===== config.mk =====
export PLATFORM = sky130hd
export DESIGN_NAME = pipeline_ctrl
export DESIGN_NICKNAME = d
export VERILOG_FILES = /design/src/rtl/pipeline_ctrl.sv
export SDC_FILE = /design/constraint.sdc
export NUM_CORES = 1
export LEC_CHECK = 0
export ABC_CLOCK_PERIOD_IN_PS = 2200
export CORE_MARGIN = 3
export CORE_UTILIZATION = 40
export DETAILED_ROUTE_END_ITERATION = 8
export PLACE_DENSITY = 0.66
export SYNTH_ARGS = -nofsm -noshare
export SYNTH_HDL_FRONTEND = slang
export SYNTH_SLANG_ARGS = --single-unit
export TNS_END_PERCENT = 5

===== constraint.sdc =====
create_clock -name clk -period 2.2 [get_ports clk]
set_input_delay 0.22 -clock clk [delete_from_list [all_inputs] [get_ports clk]]
set_output_delay 0.22 -clock clk [all_outputs]
set_load 0.005 [all_outputs]

===== src/rtl/pipeline_ctrl.sv =====
// -----------------------------------------------------------------------------
// pipeline_ctrl
//   Central sequencer for the 5-stage pipeline. It drives the per-stage load
//   enables and the bubble-insert strobes for the PC, IF/ID, ID/EX, EX/MEM and
//   MEM/WB registers. It resolves:
//     - load-use stalls (one cycle),
//     - taken-branch flushes (two bubbles in one edge),
//     - multi-cycle data-memory waits, with a timeout that halts and sets mem_err,
//     - halt/resume.
//   It also keeps saturating stall and flush performance counters.
//
// Ports
//   clk, rst                : rising-edge clock, asynchronous active-low reset
//   idex_memread, idex_rd   : ID/EX instruction is a load, and its destination
//   ifid_rs1, ifid_rs2      : sources of the IF/ID instruction
//   branch_taken            : branch/jump resolved taken in EX
//   mem_req, mem_ready      : data-memory access in EX/MEM, and its completion
//   halt, resume            : halting instruction in MEM/WB, restart request
//   *_load                  : per-stage load enables (combinational)
//   ifid_flush, idex_flush  : load a bubble instead of D (combinational)
//   halted                  : controller is in the halted state
//   mem_err                 : sticky memory-timeout flag
//   stall_cnt, flush_cnt    : saturating performance counters
// -----------------------------------------------------------------------------
module pipeline_ctrl #(
  parameter int REGW     = 5,
  parameter int CNTW     = 32,
  parameter int MAX_WAIT = 16
) (
  input  logic            clk,
  input  logic            rst,
  input  logic            idex_memread,
  input  logic [REGW-1:0] idex_rd,
  input  logic [REGW-1:0] ifid_rs1,
  input  logic [REGW-1:0] ifid_rs2,
  input  logic            branch_taken,
  input  logic            mem_req,
  input  logic            mem_ready,
  input  logic            halt,
  input  logic            resume,
  output logic            pc_load,
  output logic            ifid_load,
  output logic            idex_load,
  output logic            exmem_load,
  output logic            memwb_load,
  output logic            ifid_flush,
  output logic            idex_flush,
  output logic            halted,
  output logic            mem_err,
  output logic [CNTW-1:0] stall_cnt,
  output logic [CNTW-1:0] flush_cnt
);

  localparam int WW = $clog2(MAX_WAIT + 1);
  localparam logic [WW-1:0] LAST_WAIT = WW'(MAX_WAIT - 1);

  typedef enum logic [1:0] {
    S_RUN,
    S_MEM_WAIT,
    S_HALTED,
    S_RESUME
  } state_t;

  state_t        state, state_next;
  logic [WW-1:0] wait_cnt, wait_next;
  logic          err_next;
  logic          stall_inc, flush_inc;
  logic          freeze, lu_hazard;

  // Bit order of the load vector: {pc, ifid, idex, exmem, memwb}.
  // Bit order of the flush vector: {ifid, idex}.
  logic [4:0]    loads;
  logic [1:0]    flushes;

  // Result of the RUN event evaluation. It is reused by MEM_WAIT once the
  // memory access completes.
  logic [4:0]    run_loads;
  logic [1:0]    run_flushes;
  state_t        run_state;
  logic          run_stall, run_flush;

  assign freeze    = mem_req & ~mem_ready;
  assign lu_hazard = idex_memread & (idex_rd != '0) &
                     ((idex_rd == ifid_rs1) | (idex_rd == ifid_rs2));

  // Event priority: freeze > halt > branch > load-use. A taken branch hides
  // any load-use hazard because the IF/ID instruction is wrong-path.
  always_comb begin
    run_loads   = 5'b11111;
    run_flushes = 2'b00;
    run_state   = S_RUN;
    run_stall   = 1'b0;
    run_flush   = 1'b0;
    if (freeze) begin
      run_loads = 5'b00000;
      run_state = S_MEM_WAIT;
      run_stall = 1'b1;
    end else if (halt) begin
      run_loads = 5'b00000;
      run_state = S_HALTED;
      run_stall = 1'b1;
    end else if (branch_taken) begin
      run_flushes = 2'b11;
      run_flush   = 1'b1;
    end else if (lu_hazard) begin
      // Hold PC and IF/ID, and push a bubble into ID/EX.
      run_loads   = 5'b00111;
      run_flushes = 2'b01;
      run_stall   = 1'b1;
    end
  end

  always_comb begin
    state_next = state;
    wait_next  = wait_cnt;
    err_next   = mem_err;
    stall_inc  = 1'b0;
    flush_inc  = 1'b0;
    loads      = 5'b11111;
    flushes    = 2'b00;
    unique case (state)
      S_RUN: begin
        loads      = run_loads;
        flushes    = run_flushes;
        state_next = run_state;
        stall_inc  = run_stall;
        flush_inc  = run_flush;
        // The entry cycle counts as the first wait cycle.
        if (freeze) wait_next = WW'(1);
      end
      S_MEM_WAIT: begin
        if (freeze) begin
          loads     = 5'b00000;
          stall_inc = 1'b1;
          if (wait_cnt == LAST_WAIT) begin
            err_next   = 1'b1;
            state_next = S_HALTED;
          end else begin
            wait_next = wait_cnt + 1'b1;
          end
        end else begin
          loads      = run_loads;
          flushes    = run_flushes;
          state_next = run_state;
          stall_inc  = run_stall;
          flush_inc  = run_flush;
        end
      end
      S_HALTED: begin
        loads = 5'b00000;
        if (resume) state_next = S_RESUME;
      end
      S_RESUME: begin
        // halt is ignored here so the halting instruction can retire.
        if (freeze) begin
          loads      = 5'b00000;
          state_next = S_MEM_WAIT;
          wait_next  = WW'(1);
        end else begin
          state_next = S_RUN;
        end
      end
      default: state_next = S_RUN;
    endcase
  end

  // While reset is held every enable and strobe is forced low, independent of
  // the inputs.
  assign {pc_load, ifid_load, idex_load, exmem_load, memwb_load} = rst ? loads : 5'b00000;
  assign {ifid_flush, idex_flush} = rst ? flushes : 2'b00;
  assign halted = (state == S_HALTED);

  always_ff @(posedge clk or negedge rst) begin
    if (!rst) begin
      state     <= S_RUN;
      wait_cnt  <= '0;
      mem_err   <= 1'b0;
      stall_cnt <= '0;
      flush_cnt <= '0;
    end else begin
      state    <= state_next;
      wait_cnt <= wait_next;
      mem_err  <= err_next;
      if (stall_inc && (stall_cnt != {CNTW{1'b1}})) stall_cnt <= stall_cnt + 1'b1;
      if (flush_inc && (flush_cnt != {CNTW{1'b1}})) flush_cnt <= flush_cnt + 1'b1;
    end
  end

endmodule


=== Yosys cells after proc, flatten, opt, wreduce, memory -nomap -nowiden ===
Cells that the tools add are included.

* Equal/unequal tests: 13
* Bitwise logic cells: 5
* Add/sub/neg operators: 3
* Muxes and demuxes: 37
* Reduce and logical (&&, ||, !) cells: 9

{| class="wikitable"
|+ Operators with widths
! kind !! number
|-
| 32-bit by 1-bit adder with 32-bit output, second input constant || 2
|-
| 32-bit inequality test, second input constant || 2
|-
| 5-bit two-way mux || 10
|-
| 2-bit two-way mux || 10
|-
| 5-bit one-hot mux with 4 select lines || 1
|-
| 1-bit two-way mux || 11
|-
| 5-bit == test || 2
|-
| 5-bit one-hot mux with 2 select lines || 1
|-
| 2-bit one-hot mux with 4 select lines || 1
|-
| 2-bit inequality test, second input constant || 3
|-
| 5-bit by 1-bit adder with 5-bit output, second input constant || 1
|-
| 5-bit by 4-bit == test with 1-bit output, second input constant || 1
|-
| 5-bit nonzero test || 1
|-
| 2-bit == test, second input constant || 2
|-
| 1-bit one-hot mux with 2 select lines || 2
|-
| 2-bit one-hot mux with 2 select lines || 1
|-
| 4-bit AND reduction || 1
|-
| 1-bit bitwise AND || 3
|-
| 3-bit inequality test, second input constant || 1
|-
| 3-bit AND reduction || 1
|-
| 2-bit by 1-bit == test with 1-bit output, second input constant || 1
|-
| 1-bit logical AND || 2
|-
| 2-bit zero test || 1
|-
| 2-bit by 1-bit inequality test with 1-bit output, second input constant || 1
|-
| 5 further kinds || 5
|}

* Output and inout bits: 73
* Register bits: 72

=== Longest topological paths before layout ===
Gate-level depths: netlist of the first run.

* Word-level depth: 10
* Depth in mapped cells: 9
* Gate-level depth less buffers: 8

=== Worst setup path before layout of the first run ===
OpenSTA, ideal clock, no wires.

* Path kind: register to register
* Start: reg state[1]
* End: reg stall_cnt[31]
* Library setup time: 0.079 ns
* Arrival: 1.863 ns
* Stages on the path, launching flop included: 10
* Setup slack: 0.258 ns
* Data required time: 2.121 ns
* Clock period less this slack: 1.942 ns
* Path through: dfrtp_1 > inv_1 > ha_1 > buf_2 > nor2_1 > o31ai_1 > o211ai_2 > buf_4 > nor4_2 > xor2_1

* Cells in the longest elaborated chain, start to end: 3

{| class="wikitable"
|+ RTL lines
! what !! RTL line !! text
|-
| start, declared || 64 || <nowiki>state_t state, state_next;</nowiki>
|-
| start signal, assigned || 181 || <nowiki>state <= state_next;</nowiki>
|-
| 2-bit by 1-bit == test with 1-bit output or 2-bit zero test (tied branches) || 121 || <nowiki>unique case (state)</nowiki>
|-
| 1-bit one-hot mux with 2 select lines (*) || 121 ||
|-
| 1-bit logical AND (*) || 184 || <nowiki>if (stall_inc && (stall_cnt != {CNTW{1'b1}})) stall_cnt <= stall_cnt + 1'b1;</nowiki>
|-
| end signal, assigned || 184 ||
|-
| end, declared || 50 || <nowiki>output logic [CNTW-1:0] stall_cnt,</nowiki>
|}

Mark *: on every way between the ends. The rest lies on a longest branch, timed or not.
A chain may end at the register's enable or synchronous reset.

=== Final worst setup path of the first run ===
* Start: in idex_rd[1]
* End: out ifid_load

* Cells in the longest elaborated chain, start to end: 10

{| class="wikitable"
|+ RTL lines
! what !! RTL line !! text
|-
| start, declared || 33 || <nowiki>input logic [REGW-1:0] idex_rd,</nowiki>
|-
| 5-bit == test or 5-bit nonzero test (tied branches) || 84, 83 ||
|-
| 1-bit bitwise OR or 1-bit bitwise AND (tied branches) || 84, 83 ||
|-
| 1-bit bitwise AND (*) || 83 || <nowiki>assign lu_hazard = idex_memread & (idex_rd != '0) &</nowiki>
|-
| 5-bit two-way mux (*) || 105 || <nowiki>end else if (lu_hazard) begin</nowiki>
|-
| 5-bit two-way mux (*) || 102 || <nowiki>end else if (branch_taken) begin</nowiki>
|-
| 5-bit two-way mux (*) || 98 || <nowiki>end else if (halt) begin</nowiki>
|-
| 5-bit two-way mux (*) || 94 || <nowiki>if (freeze) begin</nowiki>
|-
| 5-bit two-way mux || 132 || <nowiki>if (freeze) begin</nowiki>
|-
| 5-bit one-hot mux with 4 select lines (*) || 121 ||
|-
| 5-bit two-way mux (*) || 169 || <nowiki>assign {pc_load, ifid_load, idex_load, exmem_load, memwb_load} = rst ? loads : 5'b00000;</nowiki>
|-
| end, declared || 42 || <nowiki>output logic ifid_load,</nowiki>
|}

Marked as above.

==> results of run 1 <==
==> path summary, 6_finish.rpt <==
kind	to	from	cells after the start	slack (ps)
worst max register to register	flush_cnt[12]	flush_cnt[0]	8	180
worst min-delay path	stall_cnt[20]	rst	2	150
worst min register to register	mem_err	mem_err	1	490
min in group clk	mem_err	mem_err	1	490
worst max-delay path	ifid_load	idex_rd[1]	7	-120
max in group asynchronous	state[0]	rst	2	1380
==> flip-flops by register name (all words and copies together), names as in the netlist <==
name,cells
stall_cnt,32
flush_cnt,32
wait_cnt,5
state,2
mem_err,1
==> stage by stage <==
step | setup TNS, ps | util [%] | setup slack [ps]
2_1_floorplan | 0 | - | 258.2
3_3_place_gp | -2851 | 56.08 | -409.8
3_5_place_dp | -3569 | 56.08 | -462.3
4_1_cts | -788.6 | 58.15 | -176.0
5_1_grt | -983.7 | 58.86 | -188.7
6_report | -301.3 | 58.86 | -122.7
==> repair_timing <==
| action | CTS | global route |
|---|---|---|
| hold buffers | 1 | 0 |
| setup buffers | 0 | 3 |
| hold endpoints to repair | 2 | 0 |
| setup endpoints to repair | 7 | 20 |
| gates resized for setup | 11 | 10 |
| pin swaps | 0 | 1 |
==> area by class of cell <==
cell class	instances	area [um2]
Clock buffer	11	141.4
Clock inverter	5	32.53
Fill cell	839	3837
Inverter	14	55.05
Multi-Input combinational cell	292	2002
Sequential cell	72	1803
Tap cell	129	161.4
Timing Repair Buffer	139	1295
==> cells by family (layout without fill, tap and decap cells) <==
group                    Yosys count  count (layout)  synth area share, %
AND/OR/NAND/NOR                  176             176                24.58
flip-flops                        72              72                46.63
XOR/XNOR                          69              69                15.64
AO/OA/AOI/OAI                     36              36                6.769
buffers and inverters             22             169                2.720
adder cells (fa/ha/maj)            8               8                2.591
multiplexers                       3               3                1.069
==> metal layers <==
| layer | global-route usage [%] | routed length (um) | vias to the layer above |
|---|---|---|---|
| li1 | - | - | 1640 |
| met1 | 25.52 | 4671 | 1585 |
| met2 | 27.54 | 4356 | 85 |
| met3 | 4.283 | 481 | 12 |
| met4 | 5.983 | 136 | 0 |
| met5 | 0 | 0 | - |
==> power groups by stage <==
| stage | combinational, uW | sequential [uW] | clock, uW |
|---|---|---|---|
| 6_report | 1280 | 1640 | 940 |
| 5_1_grt | 1410 | 1670 | 1020 |
| 4_1_cts | 1220 | 1630 | 972 |
| 3_5_place_dp | 1200 | 1650 | 0 |
| 3_3_place_gp | 1170 | 1640 | 0 |
| 2_1_floorplan | 581 | 1630 | 0 |
==> placed cells by master, fill, tap and decap left out, types with 20 or more instances in the layout <==
master,Yosys,layout
nand3_1,28,28
clkdlybuf4s50_1,0,87
nand2_1,36,36
dfrtp_1,72,71
xnor2_1,32,32
nor3_1,25,24
buf_4,5,42
nand4_1,20,20
xor2_1,37,37
nor2_1,24,23
==> impl_metrics.csv, run 1 <==
group,metric,value,unit
status,outcome,"complete, but fails checks",
status,violations,"setup timing",
sta,fmax,430.5,MHz
synth,yosysWarnings,0,
synth,syn_nets,417,
pwr,p_leak,0.002473,uW
pwr,swShare,32.84,%
routing,wl_per_cell,14.57,um
clocking,htreeDepth,3,
placement,place.gp.congestion,0.8302,
synth,synth_common_cells,"dfrtp_1 (72), xor2_1 (37), nand2_1 (36)",
grt,antenna_found_initial,0,
sta,min_period_over_period,105.6,%
clocking,clk_latency,340,ps
floorplanning,dieArea,0.01087,mm2
floorplanning,io_pins,96,
sta,report.final.slew_viol_count,0,
placement,io_buffers,95,
synth,syn-cell-area,0.003864,mm2
pwr,peakVddDrop,0.0004796,V
critical_path,path_buf_inv,2,
synth,synthCells,386,
synth,synth_edf_count,0,
synth,ys.flop_type,"dfrtp_1",
routing,drtIter0Drc,194,
critical_path,critPathKind,"in2out",
placement,placed_cells,642,
sta,hold_violations,0,
finish,stdcell_count,662,
grt,grt_use_total,18.16,%
routing,vias,3322,
synth,ys_seq_elements,72,
routing,first_pass_iters,4,
pwr,p_per_area,702.3,mW/mm2
finish,drive_above_1_share,16.51,%
critical_path,cp_max_fo,2,
critical_path,slowest_delay,540,ps
routing,via_per_inst,5.018,
critical_path,critPathRequiredTime,1980,ps
finish,diodes,0,
critical_path,end_kind,"primary output",
pwr,p_switching,1266,uW
sta,slew_headroom,40.69,%
sta,skew,13.99,ps
sta,fin_crit,2323,ps
placement,post_dp_cell_area,0.005231,mm2
finish,area_delta_synth_final,42.10,%
pwr,combPwrFrac,33.1,%
finish,fin_nets,559,
routing,ant_nets,0,
critical_path,path_cells,"clkdlybuf4s50_1 > or4_4 > o21ai_2 > and2b_1 > nor2b_1 > o21ai_1 > dlygate4sd2_1",
synth,netlist.area_leader.share,46.63,%
finish,final_cell_area,0.005490,mm2
sta,rsz0062_at_grt,"yes",
clocking,cts_sinks,72,
grt,grt_pass1_vias,3371,
sta,whs,145.7,ps
grt,overflow,0,
floorplanning,coreArea,0.009328,mm2
synth,yosysMostFrequentCell,"dfrtp_1",
synth,synth_async_sr_flop_share,100.0,%
clocking,cts_tree,"yes",
critical_path,startpoint_type,"primary input",
sta,fin_ws,-122.7,ps
pwr,power,3856,uW
pwr,seqPwrFrac,42.5,%
pwr,p_clk_share,24.4,%
grt,grt_max_degree,71,
placement,dp_hpwl,6992,um
floorplanning,die_w,104.3,um
hold_path,hold_path_class,"in2async",
routing,drc,0,
pwr,p_int,2590,uW
floorplanning,rows,35,
synth,ys_seq_area_share,46.63,%
synth,synth_cell_type_count,51,
floorplanning,die_h,104.3,um
floorplanning,floorplan.initialDensity,41.42,%
critical_path,crit_family,"simple AND/OR/NAND/NOR gates",
sta,finalSetupViolations,3,
synth,synth.avg_cell_area,10.01,um2
sta,worstMarginPinSlew,889.6,ps
clocking,cts-root-buf,"clkbuf_8",
clocking,cts_buffers,9,
synth,synthTopCellsByArea,"dfrtp_1 (47%), xor2_1 (8.4%), xnor2_1 (7.3%), nand3_1 (3.6%), nand2_1 (3.5%)",
synth,synth_top_cell_by_area,"dfrtp_1",
critical_path,cpMaxStageDelayCell,"or4_4",
clocking,clk_path_buf_depth,2,
critical_path,cp.arrival,2100,ps
job,drv_cap,0,
clocking,clk_pin_slew,80,ps
grt,grt_pass1_wl,16500,um
routing,finalWirelength,9645,um
Note: power is estimated with default switching activity, not from simulation.
==> run 2, diff against run 1 <==
--- a/config.mk
+++ b/config.mk
@@ -8,6 +8,7 @@
 export ABC_CLOCK_PERIOD_IN_PS = 2200
 export CORE_MARGIN = 3
 export CORE_UTILIZATION = 40
+export CTS_CLUSTER_SIZE = 28
 export DETAILED_ROUTE_END_ITERATION = 8
 export PLACE_DENSITY = 0.66
 export SYNTH_ARGS = -nofsm -noshare
==> results of run 2 <==
Final layout, timing and power as in run 1 (identical DEF).
==> run 3, diff against run 2 <==
--- a/config.mk
+++ b/config.mk
@@ -11,6 +11,7 @@
 export CTS_CLUSTER_SIZE = 28
 export DETAILED_ROUTE_END_ITERATION = 8
 export PLACE_DENSITY = 0.66
+export SLEW_MARGIN = 20
 export SYNTH_ARGS = -nofsm -noshare
 export SYNTH_HDL_FRONTEND = slang
 export SYNTH_SLANG_ARGS = --single-unit
==> results of run 3 <==
Final layout, timing and power as in run 1 (identical DEF).
